`src/rtl/ddp_token_rx_fifo.sv`:
```
// Clocked receive stage for the self-timed C pipeline: synchronises the
// active-low Send/Ack handshake and buffers tokens in a FWFT FIFO.
module ddp_token_rx_fifo #(
   parameter int DATA_W      = 32,
   parameter int DEPTH       = 4,
   parameter int SYNC_STAGES = 2
) (
   input  logic                     CLK,
   input  logic                     MR,
   input  logic                     Send_in,
   input  logic [DATA_W-1:0]        Data_in,
   output logic                     Ack_out,
   output logic                     Out_valid,
   input  logic                     Out_ready,
   output logic [DATA_W-1:0]        Out_data,
   output logic [$clog2(DEPTH):0]   Count,
   output logic                     Full,
   output logic                     Empty
);

   localparam int PW = $clog2(DEPTH);
   localparam int CW = PW + 1;

   typedef enum logic {
      IDLE  = 1'b0,
      ACKED = 1'b1
   } state_t;

   state_t              state;
   logic [SYNC_STAGES-1:0] sync_q;
   logic                req_s;
   logic                ack_q;
   logic [DATA_W-1:0]   mem [DEPTH];
   logic [PW-1:0]       wr_ptr;
   logic [PW-1:0]       rd_ptr;
   logic [CW-1:0]       count_r;
   logic [CW-1:0]       count_nxt;
   logic                full_r;
   logic                empty_r;
   logic                valid_r;
   logic                wr_en;
   logic                pop;

   assign req_s = sync_q[SYNC_STAGES-1];

   // Gate on registered Full: a same-cycle pop never frees a slot early.
   assign wr_en = (state == IDLE) && !req_s && !full_r;
   assign pop   = valid_r && Out_ready;

   always_ff @(posedge CLK or posedge MR) begin
      if (MR) begin
         sync_q <= '1;
      end else begin
         sync_q <= {sync_q[SYNC_STAGES-2:0], Send_in};
      end
   end

   always_ff @(posedge CLK or posedge MR) begin
      if (MR) begin
         state <= IDLE;
         ack_q <= 1'b1;
      end else begin
         unique case (state)
            IDLE: begin
               if (wr_en) begin
                  ack_q <= 1'b0;
                  state <= ACKED;
               end
            end
            ACKED: begin
               if (req_s) begin
                  ack_q <= 1'b1;
                  state <= IDLE;
               end
            end
            default: begin
               ack_q <= 1'b1;
               state <= IDLE;
            end
         endcase
      end
   end

   always_comb begin
      count_nxt = count_r;
      unique case ({wr_en, pop})
         2'b10:   count_nxt = count_r + CW'(1);
         2'b01:   count_nxt = count_r - CW'(1);
         default: count_nxt = count_r;
      endcase
   end

   always_ff @(posedge CLK or posedge MR) begin
      if (MR) begin
         wr_ptr  <= '0;
         rd_ptr  <= '0;
         count_r <= '0;
         full_r  <= 1'b0;
         empty_r <= 1'b1;
         valid_r <= 1'b0;
      end else begin
         if (wr_en) wr_ptr <= wr_ptr + PW'(1);
         if (pop)   rd_ptr <= rd_ptr + PW'(1);
         count_r <= count_nxt;
         full_r  <= (count_nxt == CW'(DEPTH));
         empty_r <= (count_nxt == '0);
         valid_r <= (count_nxt != '0);
      end
   end

   // Storage needs no reset; occupancy alone decides what is visible.
   always_ff @(posedge CLK) begin
      if (wr_en) mem[wr_ptr] <= Data_in;
   end

   assign Ack_out   = ack_q;
   assign Out_valid = valid_r;
   assign Out_data  = mem[rd_ptr];
   assign Count     = count_r;
   assign Full      = full_r;
   assign Empty     = empty_r;

endmodule

```
`config.mk`:
```
export PLATFORM = sky130hd
export DESIGN_NAME = ddp_token_rx_fifo
export DESIGN_NICKNAME = d
export VERILOG_FILES = /design/src/rtl/ddp_token_rx_fifo.sv
export SDC_FILE = /design/constraint.sdc
export NUM_CORES = 1
export LEC_CHECK = 0
export CAP_MARGIN = 40
export CORE_ASPECT_RATIO = 0.5
export CORE_UTILIZATION = 61
export DETAILED_ROUTE_END_ITERATION = 10
export DONT_BUFFER_PORTS = 1
export GPL_ROUTABILITY_DRIVEN = 1
export GPL_TIMING_DRIVEN = 1
export PLACE_DENSITY = 0.87
export SETUP_SLACK_MARGIN = 0.1
export SYNTH_ARGS = -nofsm -noshare
export SYNTH_HDL_FRONTEND = slang
export SYNTH_SLANG_ARGS = --single-unit
```
`constraint.sdc`:
```
create_clock -name CLK -period 5.95 [get_ports CLK]
set_input_delay 1.19 -clock CLK [delete_from_list [all_inputs] [get_ports CLK]]
set_output_delay 1.19 -clock CLK [all_outputs]
set_load 0.01 [all_outputs]
```
# After elaboration in Yosys (flattened, before gate mapping)

Memories as Yosys holds them, arrays and structs flattened.
Index checks and enable logic that the tools add are counted.

Register bits after elaboration: 14
Memory bits (writable): 128
Input bits: 36
Output and inout bits: 39
Word-level logic and storage cells: 36
Memories kept: 1

Add/sub/neg operators: 4
Eq/ne operators: 5
Muxes and demuxes: 8
Bitwise logic cells: 1
Reductions and logical operators: 8

Memories:

| memory | depth | width | read ports | clocked after Yosys merged registers in | write ports | RTL line | text |
|---|---|---|---|---|---|---|---|
| mem    | 4     | 32    | 1          | 0                                       | 1           | 33       | `logic [DATA_W-1:0] mem [DEPTH];` |

Operators with widths:

| operator                                                              | count |
|---|---|
| 3-bit case mux with 2 select lines                                    | 1 |
| 1-bit 2-to-1 mux                                                      | 5 |
| 2-bit by 1-bit adder with 2-bit output, second input constant         | 2 |
| 1-bit case mux with 2 select lines                                    | 2 |
| 3-bit by 1-bit adder with 3-bit output, second input constant         | 1 |
| 3-bit equality test, second input constant                            | 1 |
| 1-bit logical AND                                                     | 3 |
| 3-bit zero test                                                       | 1 |
| 3-bit nonzero test                                                    | 1 |
| 3-bit by 1-bit subtractor with 3-bit output, second input constant    | 1 |
| 2-bit by 1-bit equality test with 1-bit output, second input constant | 1 |
| 2-bit equality test, second input constant                            | 1 |
| 1-bit zero test                                                       | 2 |
| 2-bit by 1-bit != test with 1-bit output, second input constant       | 1 |
| 2-bit != test, second input constant                                  | 1 |
| 2-bit AND reduction                                                   | 1 |
| 1-bit inverter                                                        | 1 |

# Longest topological paths before layout

Word-level depth: 6
Mapped depth: 7
Gate-level depth less buffers: 7

# Least setup slack after synthesis

OpenSTA, ideal clock, no wires.

Kind: in2reg
From: input port Out_ready
To: register valid_r (netlist: Out_valid)
Arrival time: 2595 ps
Required time: 5824 ps
Slack: 3229 ps
Stages: 6
Buffers on the path: 0
Cells stage by stage: and2_1 ha_1 fa_1 xnor2_1 xnor2_1 o32a_1

Cells in the longest elaborated chain, start to end: 4

Ends and longest elaborated chain:

| element                                                                                      | RTL line | text |
|---|---|---|
| from (decl)                                                                                  | 14       | `input logic Out_ready,` |
| 1-bit logical AND *                                                                          | 48       | `assign pop = valid_r && Out_ready;` |
| 2-bit by 1-bit equality test with 1-bit output / 2-bit equality test (equally long branches) | 86       | `unique case ({wr_en, pop})` |
| 3-bit case mux with 2 select lines *                                                         | 86       |  |
| 3-bit nonzero test *                                                                         | 107      | `valid_r <= (count_nxt != '0);` |
| to (signal assigned)                                                                         | 107      |  |
| to (decl)                                                                                    | 40       | `logic valid_r;` |

Every way passes the cells marked *; elsewhere a longest branch is shown, timed or not.
A chain may end at the register's enable or synchronous reset.

# Worst setup path after layout

From: register rd_ptr[1]
To: output port Out_data[1]

Cells in the longest elaborated chain, start to end: 1

Ends and longest elaborated chain:

| element                | RTL line | text |
|---|---|---|
| from (decl)            | 35       | `logic [PW-1:0] rd_ptr;` |
| from (signal assigned) | 103      | `if (pop) rd_ptr <= rd_ptr + PW'(1);` |
| memory read 4 x 32 bit | -        |  |
| to (decl)              | 15       | `output logic [DATA_W-1:0] Out_data,` |

Every way passes these cells.

==> out/metrics.cfg <==
[global_routing]
grt_max_degree = 33
grt_pass1_vias = 2332
grt.overflow.total = 0
track_usage = 0.209
grt_pass1_wl_um = 12900
antenna_found_initial = 0

[min_path]
worstHoldPathType = reg2reg

[power]
p_leak_nw = 1.98
peakVddDrop_uv = 346
power.density_nw_per_um2 = 494

[synth]
synthesis.instances = 222
avgSynthCellArea_um2 = 24.0
seq_area_frac_synth = 0.788
syn_nets = 264
synth-warning-count = 0
synthesis.area_um2 = 5330
synth-seq-cells = 142
synth.distinct_cells = 27

[detailed_routing]
wl_met2_um = 4330
firstDrtPassIters = 4
drcViolationCount = 0
wl_per_cell_um = 23.4
highest_layer = met4
postRouteAntennaNets = 0
met1_length_um = 3410
first_iter_violations = 155
drt_wl_total_um = 8400
vias = 2125
route.met3.wl_um = 546
vias_per_cell = 5.92

[setup_path]
required_ns = 4.76
worstPathMaxFanout = 17
endpoint_kind = primary output
critPathLaunchType = register
path_class = reg2out
r2r_setup_slack_ns = 3.48
cp.arrival_ns = 2.11

[layout]
fin_cells = 359
num_antenna_cells = 0
layout-drive-gt1-share = 0.283
area_growth_pct = 12.4
final_nets = 276

[cts]
cts_buffers = 17
cts.sinks = 142
clk_pin_slew_worst_paths_ns = 0.05
clock_path_buffers = 2
h-tree-depth = 4
clock_latency_ns = 0.41
hold_buffers = 0
tritoncts = done
post_cts_buffers = 0
root_buffer = clkbuf_16
cts_resized = 0

[timing]
tightest_slew_ns = 0.903
fmax_mhz = 303
post-route-period-util = 0.555
finalSetupViolCount = 0
max_slew_margin = 0.398
final_max_slew_viol_count = 0
skew_ns = 0.00677
whs_ns = 0.354
tns_ns = 0
period_needed_ns = 3.30
rsz0062_at_grt = false
hold_viol = 0

[placed_design]
hpwl_um = 4950
port_buffers = 0
finalWeightedCongestion = 0.729
dp_cells = 327

[floorplanning]
core_um2 = 8230
start_util = 0.647
floorplan.rows = 23
fp.dieW_um = 134
die_area_um2 = 9130
io-pin-count = 75
die_y_um = 68.1

[status]
status = complete, no violations

[run]
max_cap_viol_count = 0

==> routing by layer <==
| metal | up-vias | GRT usage |
|---|---|---|
| li1 | 944 | - |
| met1 | 1117 | 0.240 |
| met2 | 52 | 0.354 |
| met3 | 12 | 0.0933 |
| met4 | 0 | 0.0871 |
| met5 | - | 0 |
==> critical path, cell delays in order (launching register included) <==
cell and delay [ns]:
dfrtp_1 0.89, buf_4 0.40, mux4_1 0.41
==> cell usage in the layout, fill, tap and decap left out, types with 3 or more instances in the layout <==
master and n:
and2_2 4, bufinv_16 3, clkbuf_16 17, clkinv_2 7
dfrtp_1 9, dfstp_2 4, edfxtp_1 128, ha_1 5
inv_1 5, mux4_1 4, mux4_2 28, nand2_1 3
nor2_1 3, xnor2_1 5
==> sequential cells by signal, indices dropped and copies added, names as in the netlist, 2 cells and up <==
name,count
mem,128
rd_ptr,2
sync_q,2
wr_ptr,2
Count,3
==> synth_stat cells <==
cell type	instances	area [µm²]
nor3_2	1	10.0
mux4_1	4	105
o32ai_1	1	8.76
buf_6	1	11.3
dfrtp_1	10	250
o32a_1	1	10.0
mux4_2	28	631
xnor2_1	5	43.8
o22a_1	1	8.76
xor2_1	2	17.5
nor2_1	3	11.3
a32o_1	1	10.0
edfxtp_1	128	3840
o21a_1	1	7.51
nand2_1	3	11.3
buf_12	3	60.1
inv_1	5	18.8
clkbuf_1	2	7.51
fa_1	1	20.0
dfstp_2	4	105
o21ai_0	1	5.00
buf_2	3	15.0
ha_1	5	62.6
and2_1	5	31.3
nand2b_1	1	6.26
mux2_2	1	11.3
a21oi_1	1	5.00
==> worst paths after layout <==
check                               start     endpoint  cells after the start
worst min register to register  sync_q[0]    sync_q[1]                      0
worst min-delay path            sync_q[0]    sync_q[1]                      0
worst max register to register      state    Out_valid                      7
min in group asynchronous              MR    wr_ptr[0]                      1
max in group asynchronous              MR    rd_ptr[0]                      1
worst max-delay path            rd_ptr[1]  Out_data[1]                      2
==> power by group <==
part | switching (mW) | total, mW | internal, mW | leakage [nW]
clock | 0.370 | 1.02 | 0.650 | 0.292
sequential | 0.121 | 1.35 | 1.23 | 1.32
combinational | 0.303 | 0.590 | 0.287 | 0.371
total | 0.793 | 2.96 | 2.17 | 1.98
==> stage by stage <==
step                      worst slack, ns  cell area [µm²]  power, mW  utilization
final                                2.65             5990       2.96        0.727
after global placement               2.89             5390       1.92        0.655
after detailed placement             3.02             5410       1.97        0.657
after CTS                            2.67             5990       2.99        0.727
after floorplan                      3.23             5330       1.88            -
after global routing                 2.57             5990       3.08        0.727
==> cell type report <==
type	instances	area (µm²)
fill	471	2240
clock inverter	14	150
timing repair buffer	2	27.5
multi-input combinational	66	1020
sequential	142	4200
inverter	5	18.8
tap	112	140
clock buffer	18	429
==> kinds of logic (layout without fill, tap and decap cells) <==
| family | after synthesis | in the layout | share of synthesized area |
|---|---|---|---|
| DFF | 142 | 142 | 0.788 |
| muxes | 33 | 33 | 0.140 |
| buffers and inverters | 14 | 39 | 0.0211 |
| and+or+nand+nor | 13 | 13 | 0.0132 |
| AOI/OAI and AO/OA | 7 | 7 | 0.0103 |
| xor gates and xnor gates | 7 | 7 | 0.0115 |
| adders and majority gates | 6 | 6 | 0.0155 |
Note: power is estimated with default switching activity, not from simulation.
